File: src/rtl/shift_queue.sv
// rtl/shift_queue.sv - collapsing age-ordered queue, slot 0 oldest, any-slot dequeue with shift-down.
// Optional occupancy output port guarded by SHIFT_QUEUE_COUNT_EN.
module shift_queue #(
  parameter int N_ENTRIES   = 8,
  parameter int ENTRY_WIDTH = 32,
  localparam int PTR_WIDTH  = (N_ENTRIES > 1) ? $clog2(N_ENTRIES) : 1,
  localparam int CTR_WIDTH  = PTR_WIDTH + 1
) (
  input  logic                                    clk,
  input  logic                                    rst_aL,
  output logic                                    enq_ready,
  input  logic                                    enq_valid,
  input  logic [ENTRY_WIDTH-1:0]                  enq_data,
  input  logic                                    deq_ready,
  input  logic [N_ENTRIES-1:0]                    deq_sel_onehot,
  output logic                                    deq_valid,
  output logic [ENTRY_WIDTH-1:0]                  deq_data,
  input  logic [N_ENTRIES-1:0]                    wr_en,
  input  logic [N_ENTRIES-1:0][ENTRY_WIDTH-1:0]   wr_data,
  output logic [N_ENTRIES-1:0][ENTRY_WIDTH-1:0]   entry_douts
`ifdef SHIFT_QUEUE_COUNT_EN
  ,
  output logic [CTR_WIDTH-1:0]                    count
`endif
);

  logic [N_ENTRIES-1:0][ENTRY_WIDTH-1:0] entry_q, entry_d;
  logic [N_ENTRIES-1:0]                  valid_q, valid_d;
  logic [CTR_WIDTH-1:0]                  count_q, count_d;

  logic [N_ENTRIES:0][ENTRY_WIDTH-1:0]   ow_ext;
  logic [N_ENTRIES:0]                    valid_ext;
  logic [PTR_WIDTH-1:0]                  sel_idx;
  logic [CTR_WIDTH-1:0]                  tail;
  logic                                  enq_fire;
  logic                                  deq_fire;

  // An all-zero select means "oldest", which is slot 0.
  always_comb begin
    sel_idx = '0;
    for (int i = 0; i < N_ENTRIES; i++) begin
      if (deq_sel_onehot[i]) sel_idx = PTR_WIDTH'(i);
    end
  end

  assign enq_ready = (count_q != CTR_WIDTH'(N_ENTRIES));
  assign deq_valid = valid_q[sel_idx];
  assign deq_data  = entry_q[sel_idx];
  assign enq_fire  = enq_valid && enq_ready;
  assign deq_fire  = deq_ready && deq_valid;

  always_comb begin
    ow_ext    = '0;
    valid_ext = {1'b0, valid_q};
    for (int i = 0; i < N_ENTRIES; i++) begin
      ow_ext[i] = (wr_en[i] && valid_q[i]) ? wr_data[i] : entry_q[i];
    end

    entry_d = ow_ext[N_ENTRIES-1:0];
    valid_d = valid_q;

    // Slots at and above the dequeued one take their upper neighbour; the
    // extra zero slot at the top clears the vacated tail.
    if (deq_fire) begin
      for (int i = 0; i < N_ENTRIES; i++) begin
        if (PTR_WIDTH'(i) >= sel_idx) begin
          entry_d[i] = ow_ext[i+1];
          valid_d[i] = valid_ext[i+1];
        end
      end
    end

    tail = deq_fire ? (count_q - CTR_WIDTH'(1)) : count_q;
    if (enq_fire) begin
      for (int i = 0; i < N_ENTRIES; i++) begin
        if (CTR_WIDTH'(i) == tail) begin
          entry_d[i] = enq_data;
          valid_d[i] = 1'b1;
        end
      end
    end

    count_d = count_q;
    if (enq_fire && !deq_fire) count_d = count_q + CTR_WIDTH'(1);
    if (deq_fire && !enq_fire) count_d = count_q - CTR_WIDTH'(1);
  end

  always_ff @(posedge clk) begin
    if (!rst_aL) begin
      entry_q <= '0;
      valid_q <= '0;
      count_q <= '0;
    end else begin
      entry_q <= entry_d;
      valid_q <= valid_d;
      count_q <= count_d;
    end
  end

  always_comb begin
    entry_douts = '0;
    for (int i = 0; i < N_ENTRIES; i++) begin
      if (valid_q[i]) entry_douts[i] = entry_q[i];
    end
  end

`ifdef SHIFT_QUEUE_COUNT_EN
  assign count = count_q;
`endif

endmodule

File: config.mk
export PLATFORM = sky130hd
export DESIGN_NAME = shift_queue
export DESIGN_NICKNAME = d
export VERILOG_FILES = /design/src/rtl/shift_queue.sv
export SDC_FILE = /design/constraint.sdc
export NUM_CORES = 1
export LEC_CHECK = 0
export ABC_CLOCK_PERIOD_IN_PS = 2840
export BUFFER_PORTS_ARGS = -buffer_cell sky130_fd_sc_hd__buf_4
export CORE_AREA = 2 2 230 232
export CTS_CLUSTER_DIAMETER = 40
export CTS_CLUSTER_SIZE = 25
export DETAILED_ROUTE_END_ITERATION = 7
export DIE_AREA = 0 0 232 234
export PLACE_DENSITY = 0.63
export REMOVE_ABC_BUFFERS = 1
export SETUP_SLACK_MARGIN = 0.05
export SLEW_MARGIN = 20
export SYNTH_ARGS = -nofsm -noshare
export SYNTH_HDL_FRONTEND = slang
export SYNTH_SLANG_ARGS = --single-unit
File: constraint.sdc
create_clock -name clk -period 2.84 [get_ports clk]
set_input_delay 0.142 -clock clk [delete_from_list [all_inputs] [get_ports clk]]
set_output_delay 0.142 -clock clk [all_outputs]
set_load 0.01 [all_outputs]
=== Word-level counts from Yosys, hierarchy flattened ===
Cells that the tools add are included.

* Register bits: 268

* Add/subtract/negate cells: 2
* $lt $le $gt $ge: 9
* Equal/unequal tests: 8
* Multiplexer cells: 66
* Reductions and logical operators: 16

{| class="wikitable"
|+ Operators with widths
! cell !! count
|-
| 2-to-1 mux 32 bit || 33
|-
| 2-to-1 mux 256 bit || 2
|-
| binary-select mux 32 bit (select 3 bit) || 1
|-
| 2-to-1 mux 1 bit || 18
|-
| 2-to-1 mux 3 bit || 6
|-
| == test 3 x 4 -> 1 bit (first input constant) || 4
|-
| 2-to-1 mux 8 bit || 2
|-
| >= comparator 3 bit (first input constant) || 4
|-
| logical AND 1 bit || 12
|-
| 2-to-1 mux 4 bit || 3
|-
| == test 2 x 4 -> 1 bit (first input constant) || 2
|-
| >= comparator 1 x 3 -> 1 bit (first input constant) || 2
|-
| >= comparator 2 x 3 -> 1 bit (first input constant) || 2
|-
| adder 4 x 1 -> 4 bit (second input constant) || 1
|-
| == test 1 x 4 -> 1 bit (first input constant) || 1
|-
| zero test 4 bit || 1
|-
| less-than comparator 3 x 4 -> 1 bit (second input constant) || 1
|-
| inequality test 4 bit (second input constant) || 1
|-
| subtractor 4 x 1 -> 4 bit (second input constant) || 1
|-
| binary-select mux 1 bit (select 3 bit) || 1
|-
| zero test 1 bit || 2
|-
| nonzero test 2 bit || 1
|}

=== Longest topological paths before layout ===
Gate-level depths: netlist of the first run.

* Depth after elaboration: 14
* Depth in mapped cells: 14

=== Worst setup path before layout of the first run ===
OpenSTA, ideal clock, no wires.

* Kind: reg2reg
* Start point: reg count_q[1]
* End point: reg entry_q[34] (netlist name)
* Setup time: 0.076 ns
* Data arrival time: 2.521 ns
* Required time: 2.764 ns
* Setup slack: 0.244 ns
* Stages on the path, launching flop included: 13
* Buffers on the path: 2
* Period minus slack after synthesis: 2.596 ns
* Path through: dfxtp_1 > clkbuf_1 > inv_1 > ha_1 > or3b_2 > a21oi_1 > a21oi_1 > nor3b_1 > nand2_1 > mux2i_1 > clkbuf_1 > nand2_1 > a21boi_0

* Cells in the longest elaborated chain, start to end: 5
* Elaborated cells on any way between the ends: 7

{| class="wikitable"
|+ Ends and longest elaborated chain
! what !! RTL line !! source
|-
| start, declared || 29 || <nowiki>logic [CTR_WIDTH-1:0] count_q, count_d;</nowiki>
|-
| start signal, assigned || 96 || <nowiki>count_q <= count_d;</nowiki>
|-
| subtractor 4 x 1 -> 4 bit || 73 || <nowiki>tail = deq_fire ? (count_q - CTR_WIDTH'(1)) : count_q;</nowiki>
|-
| 2-to-1 mux 4 bit || 73 ||
|-
| == test 1 x 4 -> 1 bit || 76 || <nowiki>if (CTR_WIDTH'(i) == tail) begin</nowiki>
|-
| 2-to-1 mux 32 bit || 76 ||
|-
| 2-to-1 mux 256 bit (*) || 74 || <nowiki>if (enq_fire) begin</nowiki>
|-
| end signal, assigned || 94 || <nowiki>entry_q <= entry_d;</nowiki>
|-
| end, declared || 27 || <nowiki>logic [N_ENTRIES-1:0][ENTRY_WIDTH-1:0] entry_q, entry_d;</nowiki>
|}

Mark *: on every way between the ends. The rest lies on a longest branch, timed or not.
A chain may end at the register's enable or synchronous reset.

=== Worst setup path in the final report of the first run ===
* Start point: reg valid_q[5]
* End point: reg entry_q[164] (netlist name)

* Cells in the longest elaborated chain, start to end: 7
* Elaborated cells on any way between the ends: 11

{| class="wikitable"
|+ Ends and longest elaborated chain
! what !! RTL line !! source
|-
| start, declared || 28 || <nowiki>logic [N_ENTRIES-1:0] valid_q, valid_d;</nowiki>
|-
| start signal, assigned || 95 || <nowiki>valid_q <= valid_d;</nowiki>
|-
| binary-select mux 1 bit (select 3 bit) || 47 || <nowiki>assign deq_valid = valid_q[sel_idx];</nowiki>
|-
| 2-to-1 mux 1 bit (not written as such) || 47 ||
|-
| logical AND 1 bit || 50 || <nowiki>assign deq_fire = deq_ready && deq_valid;</nowiki>
|-
| 2-to-1 mux 4 bit || 73 ||
|-
| == test 3 x 4 -> 1 bit || 76 ||
|-
| 2-to-1 mux 32 bit || 76 ||
|-
| 2-to-1 mux 256 bit (*) || 74 ||
|}

Mark *: on every way between the ends. The rest lies on a longest branch, timed or not. The select of a mux whose other input is x is not followed.

==> impl_metrics.toml, run 1 <==
[status]
violations = "design-rule violations"
status = "finished with violations"

[detailed_routing]
vias_per_cell = 5.82
drt-initial-drc-count = 1889
drt_wl_total_um = 99800
wl_per_cell_um = 28.8
vias = 20100
drc = 7
ant_nets = 0
firstDrtPassIters = 8

[power_and_ir_drop]
clock_power_share_pct = 51.4
p_sw_mw = 3.71
intPower_mw = 9.50
irDropWorstVdd_uv = 395
combPwrFrac_pct = 17.5
finalPower_mw = 13.2
powerDensity_nw_per_um2 = 482
swShare_pct = 28.1
leakage_nw = 13.5
seqPwrFrac_pct = 31.0

[synthesis]
ys_types = 55
synthCells = 2102
synth_top_family_by_area = "multiplexers"
synth_xor_area_share_pct = 0.138
yosys.area_share.adder_pct = 0.198
synth_compound_area_share_pct = 8.71
ys_top_cells_by_count = "641 x mux2i_1, 268 x dfxtp_1, 263 x and2_1"
synth_ff_type = "dfxtp_1"
synth_mux_area_share_pct = 38.0
yosys.area_share.simple_pct = 20.2
synth.avg_cell_area_um2 = 9.03
yosysWarningCount = 0
synthArstFlopShare_pct = 0
synth_seq_cells = 268
yosys-top-cells-area = "mux2i_1 34%, dfxtp_1 28%, and2_1 8.7%"
yosysTopAreaCell = "mux2i_1"
yosysSeqAreaShare_pct = 28.3
netlist_area_um2 = 19000
synth_edf_count = 0
post-synth-top-count-cell = "mux2i_1"
synth_top_area_share_pct = 33.8

[die]
core_um2 = 52000
start_util_pct = 36.5
fp-row-count = 84
dieArea_um2 = 54300
die_w_um = 232
chipHeight_um = 234
ios = 598

[global_routing]
track_usage_pct = 35.0
overflow = 0
grt_pass1_wl_um = 138000
grt_pass1_vias = 20700
grt_antenna_before_repair = 7
grt_max_degree = 112

[setup_path]
path_max_fanout = 35
critPathCaptureType = "flip-flop"
start_kind = "flip-flop"
critical_path_arrival_ns = 3.19
timing.rr.start = "valid_q[5]$_SDFF_PN0_"
crit_start = "valid_q[5]$_SDFF_PN0_"
worstPathRequired_ns = 3.32
crit_type = "flip-flop to flip-flop"

[finish]
drive_gt1_share_pct = 32.3
area_growth_pct = 44.4
nets = 3038

[timing]
fin_worst_skew_ns = 0.0215
drv_slew = 0
min_period_over_period_pct = 95.5
fin_setup_tns_ns = 0
worst_slack_ns = 0.128
worst_pin_slew_ns = 1.17
fin_crit_ns = 2.71
hold_slack_ns = 0.0205
hold_viol = 0
fmax_mhz = 369
maxSlewHeadroom_pct = 21.6
rsz0062_at_grt = "no"
setup_viol = 0

[cts]
tritoncts = "built"
cts_made_buffers = 55
clkLatencyLatePin_ns = 0.59
cts_buffer_depth = 3
htree_levels = 2
cts_sinks = 268
path_clk_slew_ns = 0.05
root_buffer = "clkbuf_16"

[place]
port_buffers = 596
place_congestion = 0.914
dp_slack_ns = -0.00474
hpwl_um = 65700

[worst_hold_path]
hp-class = "primary input to flip-flop"
min_from = "wr_data[4]"

[run]
cap_violations = 0
[cells by family (layout without fill, tap and decap cells)]
family	after synthesis	count (layout)
flip-flops	268	268
multiplexers	711	711
XOR/XNOR	3	3
buffers and inverters	196	863
other	0	3
AO/OA/AOI/OAI	205	205
AND/OR/NAND/NOR	716	716
adder cells (fa/ha/maj)	3	3
[stage by stage]
stage | instances | util [%] | area [µm²]
6_report | 3460 | 52.7 | 27400
5_1_grt | 3459 | 52.7 | 27400
4_1_cts | 3453 | 52.5 | 27300
3_5_place_dp | 3285 | 47.5 | 24700
3_3_place_gp | 3285 | 47.5 | 24700
2_1_floorplan | 1913 | - | 18100
[per-layer routing]
metal	up-vias	routed length, µm	track usage [%]
met1	9752	38600	42.1
li1	8767	-	-
met2	1237	46700	58.5
met4	6	5880	20.1
met3	362	8520	6.88
met5	-	50	0
[final cells by class]
cell class	instances	area [µm²]
Sequential cell	268	5380
Multi-Input combinational cell	1638	12900
Fill cell	4750	24600
Clock inverter	32	418
Clock buffer	67	1490
Antenna cell	3	7.51
Timing Repair Buffer	757	6290
Tap cell	688	861
Inverter	7	26.3
[cell usage in the layout, fill, tap and decap left out, types with 65 or more instances in the layout]
cell type,count
mux2_2,69
o211ai_1,65
dlygate4sd3_1,69
nand3_1,71
nand2_1,229
nor2b_1,70
dfxtp_1,260
buf_4,651
mux2i_1,640
and2_1,262
[power by group through the flow]
| stage | Clock [mW] | Combinational (mW) | Sequential [mW] |
|---|---|---|---|
| finish | 6.79 | 2.32 | 4.10 |
| global route | 7.02 | 2.42 | 4.11 |
| CTS | 6.84 | 2.27 | 4.09 |
| detailed placement | 0 | 2.18 | 4.16 |
| global placement | 0 | 2.15 | 4.16 |
| floorplan | 0 | 1.01 | 4.14 |
[flip-flops by register name, summed over array words and instances, names as in the netlist]
name / count
entry_q: 256
count_q: 4
valid_q: 8
[critical path: stages (launching register included)]
cell and delay, ns:
dfxtp_2 0.32, buf_4 0.58, nand2_4 0.52, buf_4 0.36, mux2i_1 0.44, mux2i_1 0.14
mux2i_1 0.15, nor2b_1 0.06
[worst paths after layout]
path	to	slack [ns]	cells past startpoint
worst min-delay path	entry_q[4]$_SDFF_PN0_	0.02	5
worst min register to register	entry_q[4]$_SDFF_PN0_	0.65	4
worst max-delay path	entry_q[164]$_SDFF_PN0_	0.13	7
worst max register to register	entry_q[164]$_SDFF_PN0_	0.13	7
[what timing repair did]
item                       in CTS  in global routing
resized for setup               1                  8
setup endpoints to repair       1                212
cloned                          0                  1
hold buffers                   69                  0
buffers inserted                0                  3
hold endpoints to repair      246                  0
Note: power is estimated with default switching activity, not from simulation.
==> run 2: changes to the inputs <==
--- a/config.mk
+++ b/config.mk
@@ -8,10 +8,11 @@
 export ABC_CLOCK_PERIOD_IN_PS = 2840
 export BUFFER_PORTS_ARGS = -buffer_cell sky130_fd_sc_hd__buf_4
 export CORE_AREA = 2 2 230 232
-export CTS_CLUSTER_DIAMETER = 40
+export CTS_CLUSTER_DIAMETER = 60
 export CTS_CLUSTER_SIZE = 25
 export DETAILED_ROUTE_END_ITERATION = 7
 export DIE_AREA = 0 0 232 234
+export MAX_ROUTING_LAYER = met4
 export PLACE_DENSITY = 0.63
 export REMOVE_ABC_BUFFERS = 1
 export SETUP_SLACK_MARGIN = 0.05
==> impl_metrics.toml, run 2 (same netlist as run 1, synthesis figures left out) <==
[global_routing]
grt_max_degree = 113
grt_pass1_wl_um = 137000
grt_pass1_vias = 20200
track_usage_pct = 35.8
overflow = 0
grt_antenna_before_repair = 7

[die]
chipHeight_um = 234
die_w_um = 232
dieArea_um2 = 54300
core_um2 = 52000
ios = 598
fp-row-count = 84
start_util_pct = 36.5

[power_and_ir_drop]
seqPwrFrac_pct = 37.8
swShare_pct = 31.0
clock_power_share_pct = 41.1
powerDensity_nw_per_um2 = 409
p_sw_mw = 3.35
combPwrFrac_pct = 21.1
intPower_mw = 7.45
leakage_nw = 13.1
irDropWorstVdd_uv = 441
finalPower_mw = 10.8

[place]
place_congestion = 0.930
hpwl_um = 67100
port_buffers = 596

[run]
cap_violations = 0

[detailed_routing]
ant_nets = 0
vias = 19900
drt_wl_total_um = 99200
drt-initial-drc-count = 1876
firstDrtPassIters = 8
wl_per_cell_um = 29.2
drc = 1
vias_per_cell = 5.86

[timing]
min_period_over_period_pct = 95.4
fmax_mhz = 369
maxSlewHeadroom_pct = 35.3
rsz0062_at_grt = "yes"
hold_viol = 0
setup_viol = 0
drv_slew = 0
worst_pin_slew_ns = 0.971
fin_worst_skew_ns = 0.0193
fin_crit_ns = 2.71

[cts]
cts_made_buffers = 31
tritoncts = "built"
root_buffer = "clkbuf_16"
cts_sinks = 268
cts_buffer_depth = 3
clkLatencyLatePin_ns = 0.59
htree_levels = 1
path_clk_slew_ns = 0.07

[setup_path]
crit_start = "valid_q[5]$_SDFF_PN0_"
reg2reg_slack_ns = 0.13
worstPathRequired_ns = 3.32
worstReg2RegEnd = "entry_q[184]$_SDFF_PN0_"
critPathCaptureType = "flip-flop"
critical_path_arrival_ns = 3.19
rr_worst_depth = 9
timing.rr.start = "valid_q[5]$_SDFF_PN0_"
crit_type = "flip-flop to flip-flop"
path_max_fanout = 24
start_kind = "flip-flop"
crit_end = "entry_q[184]$_SDFF_PN0_"

[finish]
area_growth_pct = 39.1
regMostFlops = "entry_q"
nets = 2996
post-route-util_pct = 50.8
largest_register_ffs = 256
register_area_um2 = 5380
drive_gt1_share_pct = 31.7
fillCellCount = 4912
multi_input_area_um2 = 12900
most-common-layout-cells = "655 x buf_4, 639 x mux2i_1, 262 x and2_1"
final_common_cell = "buf_4"
reg_top3 = "entry_q: 256 flops, valid_q: 8 flops, count_q: 4 flops"

[status]
violations = "design-rule violations"
status = "finished with violations"

[worst_hold_path]
whs_path_depth = 4
hp-class = "primary input to flip-flop"
-- run 2: cell types whose count changed in the layout (fill, tap and decap cells not counted), moves of 4 or more --
cell,previous run,this run
clkbuf_16,58,33
dlygate4sd3_1,69,49
clkinv_2,12,4
clkbuf_1,7,1
clkinvlp_4,7,1
buf_4,651,655
bufinv_16,9,5
clkinv_8,0,4
-- run 2: critical path, cell delays in order (launching register included) --
cell and delay [ns]:
dfxtp_2 0.33, inv_1 0.05, a221o_1 0.38, a21oi_2 0.22, nand3_1 0.14, or4_4 0.48, a221oi_4 0.36, buf_12 0.32
mux2i_1 0.24, nor2b_1 0.06
-- run 2: layout make-up --
cell class                      count  area share [%]
Antenna cell                        6          0.0569
Clock buffer                       32            2.95
Clock inverter                     24            1.26
Inverter                            7          0.0995
Multi-Input combinational cell   1638            48.9
Sequential cell                   268            20.4
Tap cell                          688            3.26
Timing Repair Buffer              739            23.1
-- run 2: metal layers --
layer / wire length [µm] / vias up / part of all wire (%) / global-route usage (%)
li1: - / 8665 / - / -
met1: 39400 / 9717 / 40 / 44.3
met2: 46300 / 1238 / 47 / 57.6
met3: 8510 / 299 / 8.6 / 5.40
met4: 4980 / 0 / 5.0 / 16.1
met5: 0 / - / 0 / -
-- run 2: worst min path at each step --
stage / from / to / slack, ns
2_1_floorplan: rst_aL / valid_q[7]$_SDFF_PN0_ / 0.26
3_3_place_gp: enq_data[12] / entry_q[108]$_SDFF_PN0_ / 0.43
3_5_place_dp: enq_data[12] / entry_q[108]$_SDFF_PN0_ / 0.44
4_1_cts: wr_data[245] / entry_q[245]$_SDFF_PN0_ / 0.0003
5_1_grt: wr_data[49] / entry_q[17]$_SDFF_PN0_ / 0.03
6_report: wr_data[247] / entry_q[247]$_SDFF_PN0_ / 0.01
-- run 2: stage by stage --
| stage | setup slack [ns] | setup TNS [ns] | hold WS [ns] | area, µm² | std cells |
|---|---|---|---|---|---|
| 2_1_floorplan | -2.87 | -487.39 | 0.259 | 18100 | 1913 |
| 3_3_place_gp | 0.0449 | 0 | 0.433 | 24700 | 3288 |
| 3_5_place_dp | 0.00806 | 0 | 0.438 | 24700 | 3288 |
| 4_1_cts | 0.149 | 0 | 0.000324 | 26300 | 3393 |
| 5_1_grt | 0.0392 | 0 | 0.0344 | 26400 | 3401 |
| 6_report | 0.131 | 0 | 0.0147 | 26400 | 3402 |
-- run 2: power groups by stage --
stage	logic, mW	registers, mW	clock network, mW
after floorplan	1.01	4.14	0
after global placement	2.14	4.16	0
after detailed placement	2.17	4.16	0
after CTS	2.23	4.08	4.46
after global routing	2.38	4.10	4.59
final	2.28	4.08	4.44
-- run 2: repair_timing --
item,CTS,global route
setup buffers,0,1
gates resized for setup,0,5
setup endpoints to repair,0,27
hold buffers,49,0
endpoints found under the hold margin,245,0
